### config.mk
export PLATFORM = sky130hd
export DESIGN_NAME = video_timing_gen
export DESIGN_NICKNAME = d
export VERILOG_FILES = /design/src/rtl/video_timing_gen.sv
export SDC_FILE = /design/constraint.sdc
export NUM_CORES = 1
export LEC_CHECK = 0
export CELL_PAD_IN_SITES_DETAIL_PLACEMENT = 1
export CELL_PAD_IN_SITES_GLOBAL_PLACEMENT = 2
export CORE_MARGIN = 2
export CORE_UTILIZATION = 38
export DETAILED_ROUTE_END_ITERATION = 16
export DONT_BUFFER_PORTS = 1
export PLACE_DENSITY_LB_ADDON = 0.25
export SYNTH_ARGS = -nofsm -noshare
export SYNTH_HDL_FRONTEND = slang
export SYNTH_SLANG_ARGS = --single-unit
### constraint.sdc
create_clock -name clk -period 4.8 [get_ports clk]
set_clock_uncertainty 0.05 [all_clocks]
set_input_delay 0.72 -clock clk [delete_from_list [all_inputs] [get_ports clk]]
set_output_delay 0.72 -clock clk [all_outputs]
set_load 0.02 [all_outputs]
### src/rtl/video_timing_gen.sv
// Parametrised raster timing generator: sync, data-enable, coordinates and line/frame strobes.
// Define VIDEO_TIMING_GEN_FRAME_CNT_EN to build the completed-frame counter; otherwise frame_cnt is tied to 0.
module video_timing_gen #(
  parameter int   H_ACTIVE = 640,
  parameter int   H_FP     = 16,
  parameter int   H_SYNC   = 96,
  parameter int   H_BP     = 48,
  parameter int   V_ACTIVE = 480,
  parameter int   V_FP     = 10,
  parameter int   V_SYNC   = 2,
  parameter int   V_BP     = 33,
  parameter logic HS_POL   = 1'b0,
  parameter logic VS_POL   = 1'b0,
  parameter int   FC_W     = 8,
  localparam int  H_TOTAL  = H_ACTIVE + H_FP + H_SYNC + H_BP,
  localparam int  V_TOTAL  = V_ACTIVE + V_FP + V_SYNC + V_BP,
  localparam int  XW       = (H_TOTAL > 1) ? $clog2(H_TOTAL) : 1,
  localparam int  YW       = (V_TOTAL > 1) ? $clog2(V_TOTAL) : 1
) (
  input  logic            clk,
  input  logic            rst,
  input  logic            en,
  output logic            hs,
  output logic            vs,
  output logic            de,
  output logic [XW-1:0]   x,
  output logic [YW-1:0]   y,
  output logic            line_start,
  output logic            frame_start,
  output logic [FC_W-1:0] frame_cnt
);

  localparam logic [XW-1:0] H_LAST   = XW'(H_TOTAL - 1);
  localparam logic [YW-1:0] V_LAST   = YW'(V_TOTAL - 1);
  localparam logic [XW-1:0] HS_START = XW'(H_ACTIVE + H_FP);
  localparam logic [XW-1:0] HS_END   = XW'(H_ACTIVE + H_FP + H_SYNC);
  localparam logic [YW-1:0] VS_START = YW'(V_ACTIVE + V_FP);
  localparam logic [YW-1:0] VS_END   = YW'(V_ACTIVE + V_FP + V_SYNC);
  localparam logic [XW-1:0] H_ACT    = XW'(H_ACTIVE);
  localparam logic [YW-1:0] V_ACT    = YW'(V_ACTIVE);

  logic [XW-1:0] h_next;
  logic [YW-1:0] v_next;

  // Next raster position; decode is computed from it so outputs line up with x/y.
  always_comb begin
    h_next = x;
    v_next = y;
    if (x == H_LAST) begin
      h_next = '0;
      if (y == V_LAST) v_next = '0;
      else             v_next = y + YW'(1);
    end else begin
      h_next = x + XW'(1);
    end
  end

  always_ff @(posedge clk) begin
    if (rst) begin
      x           <= H_LAST;
      y           <= V_LAST;
      de          <= 1'b0;
      hs          <= ~HS_POL;
      vs          <= ~VS_POL;
      line_start  <= 1'b0;
      frame_start <= 1'b0;
    end else if (en) begin
      x           <= h_next;
      y           <= v_next;
      de          <= (h_next < H_ACT) && (v_next < V_ACT);
      hs          <= ((h_next >= HS_START) && (h_next < HS_END)) ? HS_POL : ~HS_POL;
      vs          <= ((v_next >= VS_START) && (v_next < VS_END)) ? VS_POL : ~VS_POL;
      line_start  <= (h_next == '0);
      frame_start <= (h_next == '0) && (v_next == '0);
    end else begin
      line_start  <= 1'b0;
      frame_start <= 1'b0;
    end
  end

`ifdef VIDEO_TIMING_GEN_FRAME_CNT_EN
  logic first_seen;

  // The first frame after reset is frame 0, so its start does not count.
  always_ff @(posedge clk) begin
    if (rst) begin
      frame_cnt  <= '0;
      first_seen <= 1'b0;
    end else if (en && (h_next == '0) && (v_next == '0)) begin
      if (first_seen) frame_cnt <= frame_cnt + FC_W'(1);
      first_seen <= 1'b1;
    end
  end
`else
  assign frame_cnt = '0;
`endif

endmodule

; ---- Word-level counts from Yosys, hierarchy flattened
; Cells that the tools add are included.
[word_totals]
ff_bits = 25
out_inout_bits = 33
word_cells = 30
[classes]
n_eq_ne = 2
reduce_logical = 7
n_bitwise = 1
addsub = 2
muxes = 5
order_cmp = 6
[ops]
columns = operator, n
row1 = two-way mux 10 bit, 3
row2 = adder 10 x 1 -> 10 bit (second input constant), 2
row3 = equality test 10 bit (second input constant), 2
row4 = zero test 10 bit, 2
row5 = < comparator 10 bit (second input constant), 2
row6 = < comparator 10 x 9 -> 1 bit (second input constant), 2
row7 = greater-or-equal comparator 10 bit (second input constant), 1
row8 = greater-or-equal comparator 10 x 9 -> 1 bit (second input constant), 1
row9 = logical AND 1 bit, 4
row10 = two-way mux 1 bit, 2
row11 = OR reduction 2 bit, 1
row12 = inverter 1 bit, 1

; ---- Logic depth before layout (Yosys ltp)
; Gate-level depths: netlist of the first run.
[depth]
word_depth = 6
ltp_mapped = 10

; ---- Worst setup path after synthesis of the first run
; OpenSTA, ideal clock, no wires.
[synth_path]
kind = register -> register
start = register y[0]
end = register frame_start
required_ns = 4.634
arrival_ns = 2.086
path_stages_with_launch = 10
path_slack_ns = 2.548
cell_sequence = dfxtp_1 clkbuf_1 inv_1 ha_1 nand4bb_1 nor4_4 o32ai_1 o32ai_1 and4_1 and4_1
[synth_between]
elab_chain_len = 5
[synth_rtl]
columns = item, line_no
row1 = start: declaration, 27  ; output logic [YW-1:0] y,
row2 = start signal: assignment, 69  ; y <= v_next;
row3 = adder 10 x 1 -> 10 bit / equality test 10 bit (equally long branches), "52, 51"
row4 = two-way mux 10 bit, 51  ; if (y == V_LAST) v_next = '0;
row5 = two-way mux 10 bit (*), 49  ; if (x == H_LAST) begin
row6 = zero test 10 bit (*), 74  ; frame_start <= (h_next == '0) && (v_next == '0);
row7 = logical AND 1 bit (*), 74
row8 = end signal: assignment, 74
row9 = end: declaration, 29  ; output logic frame_start,
; Mark *: on every way between the ends. The rest lies on a longest branch, timed or not.
; A chain may end at the register's enable or synchronous reset.

; ---- Worst setup path in the final report of the first run
[layout_path]
start = register x[0]
end = register y[9]
[layout_between]
elab_chain_len = 2
[layout_rtl]
columns = item, line_no
row1 = start: declaration, 26  ; output logic [XW-1:0] x,
row2 = start signal: assignment, 68  ; x <= h_next;
row3 = equality test 10 bit, 49
row4 = two-way mux 10 bit, 49
; Every way passes these cells.

==> results of run 1 <==
report_power, final:
part	leakage [nW]	internal [mW]	switching (mW)
sequential	0.204	0.222	0.0498
combinational	0.397	0.0670	0.117
clock	0.0228	0.0594	0.0698
worst max path at each step:
stage                     from          end  slack (ns)  cells past startpoint
after floorplan           y[0]  frame_start        2.55                      9
after global placement    x[0]         y[9]        2.16                      6
after detailed placement  x[0]         y[9]        2.08                      6
after CTS                 x[0]         y[9]        2.06                      6
after global routing      x[0]         y[9]        1.83                      6
final                     x[0]         y[9]        2.04                      6
kinds of logic after synthesis:
| logic type | share of synthesized area [%] |
|---|---|
| simple gates | 32.78 |
| compound gates | 18.86 |
| buf+inv | 9.322 |
| flops | 29.13 |
| xor+xnor | 5.098 |
| mux | 2.404 |
| fa+ha+maj | 2.185 |
| other cells | 0.2183 |
registers in the layout, indices dropped and copies added, names as in the netlist:
register,flops
line_start,1
de,1
vs,1
x,10
frame_start,1
y,10
hs,1
routing by layer:
metal	part of all wire, %	up-vias
met1	51	774
met2	43	34
met4	0.88	0
met3	4.8	6
li1	-	770
met5	0	-
cells in the final DEF (no fill, tap or decap), types with 5 or more instances in the layout:
cell type / synthesis / final
nor2_1: 21 / 21
nand2_1: 19 / 19
nand3_1: 12 / 12
xnor2_1: 6 / 6
a21oi_1: 17 / 17
o21ai_0: 19 / 19
dfxtp_1: 25 / 25
inv_1: 7 / 7
nor3_1: 8 / 8
and4_1: 6 / 6
conb_1: 1 / 8
and3_1: 5 / 5
through the flow:
step	cell area (um^2)	cells	util [%]
floorplan	1744	231	-
global placement	1675	261	38.48
detailed placement	1675	261	38.48
CTS	1720	265	39.51
global route	1720	265	39.51
finish	1720	265	39.51
worst max-delay path: cells and delay by family (launching register included):
kind / cells / cell delay (ns)
simple gates: 5 / 1.79
fa+ha+maj: 1 / 0.34
flops: 1 / 0.54
final cells by class:
| cell class | instances | area, um^2 |
|---|---|---|
| multi-input cells | 177 | 1084 |
| inverters | 7 | 26.28 |
| clock buffers | 4 | 45.04 |
| flip-flops and latches | 25 | 500.5 |
| well taps | 52 | 65.06 |
| fillers | 565 | 2634 |
==> flow_metrics.tcl, run 1 <==
set metrics [dict create \
    rrSetupSlack_ns 2.04 \
    worst_slack_ns 2.041 \
    htree_levels 1 \
    drt_wl_total_um 4980 \
    cp_max_fo 13 \
    avgSynthCellArea_um2 7.669 \
    report.final.slew_viol_count 0 \
    avgViaCountPerCell 5.977 \
    max_slew_margin_pct 58.33 \
    cts_resized 0 \
    postSynthRegisterBits 25 \
    slowest_stage "dfxtp_1" \
    synth_edf_count 0 \
    drive_above_1_share_pct 5.634 \
    clk_pin_slew_ns 0.09 \
    hp-class "in -> reg" \
    dp_hpwl_um 3660 \
    dp_slack_ns 2.084 \
    port-buffer-count 0 \
    timing.fmax_mhz 362.4 \
    synth-main-ff-cell "dfxtp_1" \
    critPathRequiredTime_ns 4.97 \
    path_cells "ha_1 -> and4_1 -> and3_1 -> nand2_2 -> or4b_1 -> nand3_1" \
    yosysMostFrequentCell "dfxtp_1" \
    slowest_delay_ns 0.54 \
    crit_type "reg -> reg" \
    grtUsageMet2_pct 29.63 \
    synthTopCellsByCount "dfxtp_1 (25), nor2_1 (21), nand2_1 (19), o21ai_0 (19), a21oi_1 (17)" \
    cts_hold_buf 0 \
    rows 24 \
    synth_cells 224 \
    hold_slack_ns 0.4561 \
    drtIter0Drc 96 \
    worstHoldEndpoint "y[8]" \
    cp-start-kind "register" \
    grt_pass1_vias 1580 \
    drc_errors 0 \
    r2r_start "x[0]" \
    final.setup.tns_ns 0 \
    grtUsageMet1_pct 29.86 \
    finalSetupViolations 0 \
    p_leak_nw 0.6233 \
    drt_pass1_iterations 4 \
    yosysTopAreaCell "dfxtp_1" \
    synth_area_um2 1718 \
    critPathCaptureType "register" \
    fp.coreArea_um2 4354 \
    r2r_end "y[9]" \
    die_w_um 71.24 \
    met3_usage_pct 4.360 \
    clockBufferDepth 2 \
    maxCapViolCount 0 \
    status "finished clean" \
    tightest_slew_ns 0.6204 \
    postRouteAntennaNets 0 \
    netlist.area_leader.share_pct 29.13 \
    synth.distinct_cells 51 \
    finalPower_mw 0.5847 \
    antenna_found_initial 0 \
    cts_inserted_buffers 3 \
    fin_crit_ns 2.759 \
    peakVddDrop_uv 168.9 \
    ys_warn_count 0 \
    diodes 0 \
    synth-seq-area-share_pct 29.13 \
    nets 220 \
    cts.sinks 25 \
    period_share_pct 57.49 \
    cts_root_buf "clkbuf_8" \
    initial_core_util_pct 39.45 \
    grt_max_degree 18 \
    rsz0062_at_grt "false" \
    die-height_um 71.24 \
    grt-busiest-layer "met1" \
    dieArea_um2 5074 \
    hp-start "rst" \
    r2r_cells 6 \
    cts_tree "done" \
    yosys-top-cells-area "dfxtp_1 (29%), o21ai_0 (5.5%), a21oi_1 (5.0%)" \
    post-cts-setup-buffers 0 \
    area_delta_synth_final_pct 0.1456 \
    insertion_delay_ns 0.27 \
    cp.arrival_ns 2.93 \
    grt_pass1_wl_um 8197 \
    wl_per_cell_um 18.79 \
    grt-ovfl-total 0 \
    power.density_nw_per_um2 339.8 \
    gp_congestion 0.8230 \
    vias 1584 \
    hold_viol_final 0 \
    io_pins 36 \
    holdPathStages 1 \
    async_flop_share_pct 0 \
    grt.total_usage_pct 19.96 \
]
Power figures use the tool's default switching activity.
==> run 2, diff against run 1 <==
Settings changed: CORE_UTILIZATION 38 to 32.
Clock period 4.8 ns to 2.4 ns, I/O delays scaled along.
==> run 2 against run 1 <==
Effect of this change:
- via count grew 9.2%
- clock power grew 120%
- wire length grew 9.9%
- first-iteration DRC count shrank 26%
- sequential share of layout area shrank 3.1 points
- global-route usage shrank 1.4 points
- fmax grew 26%
- setup slack lost 1.8 ns
- largest cell class unchanged
==> flow_metrics.tcl, run 2 (synthesis results as in run 1) <==
set metrics [dict create \
    hold_viol_final 0 \
    maxCapViolCount 0 \
    critPathRequiredTime_ns 2.57 \
    worstSetupEndpoint "y[9]" \
    gp_congestion 0.8104 \
    hp-class "in -> reg" \
    report.final.slew_viol_count 0 \
    status "finished clean" \
    dp_hpwl_um 4141 \
    r2r_end "y[9]" \
    power.density_nw_per_um2 655.1 \
    clockBufferDepth 2 \
    antenna_found_initial 0 \
    dieArea_um2 5971 \
    drt_pass1_iterations 4 \
    nets 244 \
    register_area_um2 500.5 \
    initial_core_util_pct 33.42 \
    io_pins 36 \
    cts_inserted_buffers 3 \
    rows 26 \
    crit_type "reg -> reg" \
    period_share_pct 91.25 \
    clk_pin_slew_ns 0.11 \
    timing.fmax_mhz 456.6 \
    insertion_delay_ns 0.28 \
    port-buffer-count 0 \
    rsz0062_at_grt "false" \
    fin_crit_ns 2.190 \
    drt_wl_total_um 5474 \
    fp.coreArea_um2 5140 \
    cts_hold_buf 0 \
    fin_util_pct 37.44 \
    vias 1729 \
    nFillCells 677 \
    slowest_delay_ns 0.51 \
    r2r_cells 5 \
    rrSetupSlack_ns 0.21 \
    grt_pass1_wl_um 8859 \
    cts_root_buf "clkbuf_8" \
    peakVddDrop_uv 229.4 \
    cp.arrival_ns 2.36 \
    post-cts-setup-buffers 0 \
    htree_levels 1 \
    drive_above_1_share_pct 15.61 \
    grt_pass1_vias 1661 \
    diodes 0 \
    finalSetupViolations 0 \
    cp-start-kind "register" \
    slowest_stage "or4b_1" \
    final.setup.tns_ns 0 \
    critPathCaptureType "register" \
    cts_resized 0 \
    grt.total_usage_pct 18.60 \
    multi_input_comb_area_um2 1084 \
    final_common_cell "dfxtp_1" \
    path_cells "nor4b_4 -> and3_1 -> nand2_2 -> or4b_1 -> nand3_1" \
    cp_max_fo 13 \
    largest_registers "x x10, y x10" \
    final_cell_mix "dfxtp_1 (25), buf_4 (24), nor2_1 (21)" \
    die_w_um 77.27 \
    startpoint "x[5]" \
    drtIter0Drc 71 \
    drc_errors 0 \
    cts_tree "done" \
    postRouteAntennaNets 0 \
    die-height_um 77.27 \
    r2r_start "x[5]" \
    grt_max_degree 18 \
    cts.sinks 25 \
    p_leak_nw 0.7430 \
    wl_per_cell_um 17.83 \
    grt-ovfl-total 0 \
    area_delta_synth_final_pct 12.02 \
    avgViaCountPerCell 5.632 \
]
==> run 2: changes by cell type in the layout (fill, tap and decap cells not counted) <==
cell      previous run  this run
buf_4                0        24
clkbuf_1             1         0
clkinv_2             0         1
==> run 2: how the worst min path moves through the flow <==
stage                     depth (start not counted)  slack [ns]  startpoint    to
after CTS                                         1        0.08         rst  x[7]
final                                             1        0.08         rst  x[7]
after floorplan                                   2        0.52          en  x[3]
after detailed placement                          1        0.39         rst  y[4]
after global placement                            1        0.38         rst  y[4]
after global routing                              1        0.07         rst  x[6]
==> run 2: per-layer routing <==
layer	up-vias	share of wire [%]	GRT usage (%)
met4	0	0.80	3.750
met5	-	0	0
met2	50	45	29.22
met3	5	5.5	2.706
li1	816	-	-
met1	858	48	26.95
==> run 2: layout make-up <==
| type | instances | share of cell area (%) |
|---|---|---|
| multi-input combinational | 177 | 56.31 |
| clock buffer | 3 | 2.146 |
| sequential | 25 | 26.01 |
| clock inverter | 1 | 0.2601 |
| timing repair buffer | 24 | 9.363 |
| inverter | 7 | 1.365 |
| tap | 70 | 4.551 |
==> run 2: worst max-delay path, delay by kind of cell, from the launching register on <==
kind,cells,cell delay (ns)
flip-flops,1,0.42
AND/OR/NAND/NOR,5,1.66
==> run 2: metrics by stage <==
stage	area (um^2)	hold slack (ns)	worst slack, ns	instances	power (mW)
after floorplan	1744	0.5206	0.1479	231	0.8489
after global placement	1878	0.3831	0.3252	303	0.9760
after detailed placement	1878	0.3854	0.2155	303	0.9871
after CTS	1924	0.08347	0.1969	307	1.261
after global routing	1924	0.06638	0.02192	307	1.348
final	1924	0.08358	0.2101	307	1.261
==> run 2: power by group <==
group | total [mW] | leakage [nW] | internal, mW | switching [mW]
clock network | 0.278 | 0.0255 | 0.117 | 0.161
logic | 0.504 | 0.514 | 0.189 | 0.315
registers | 0.478 | 0.204 | 0.444 | 0.0348
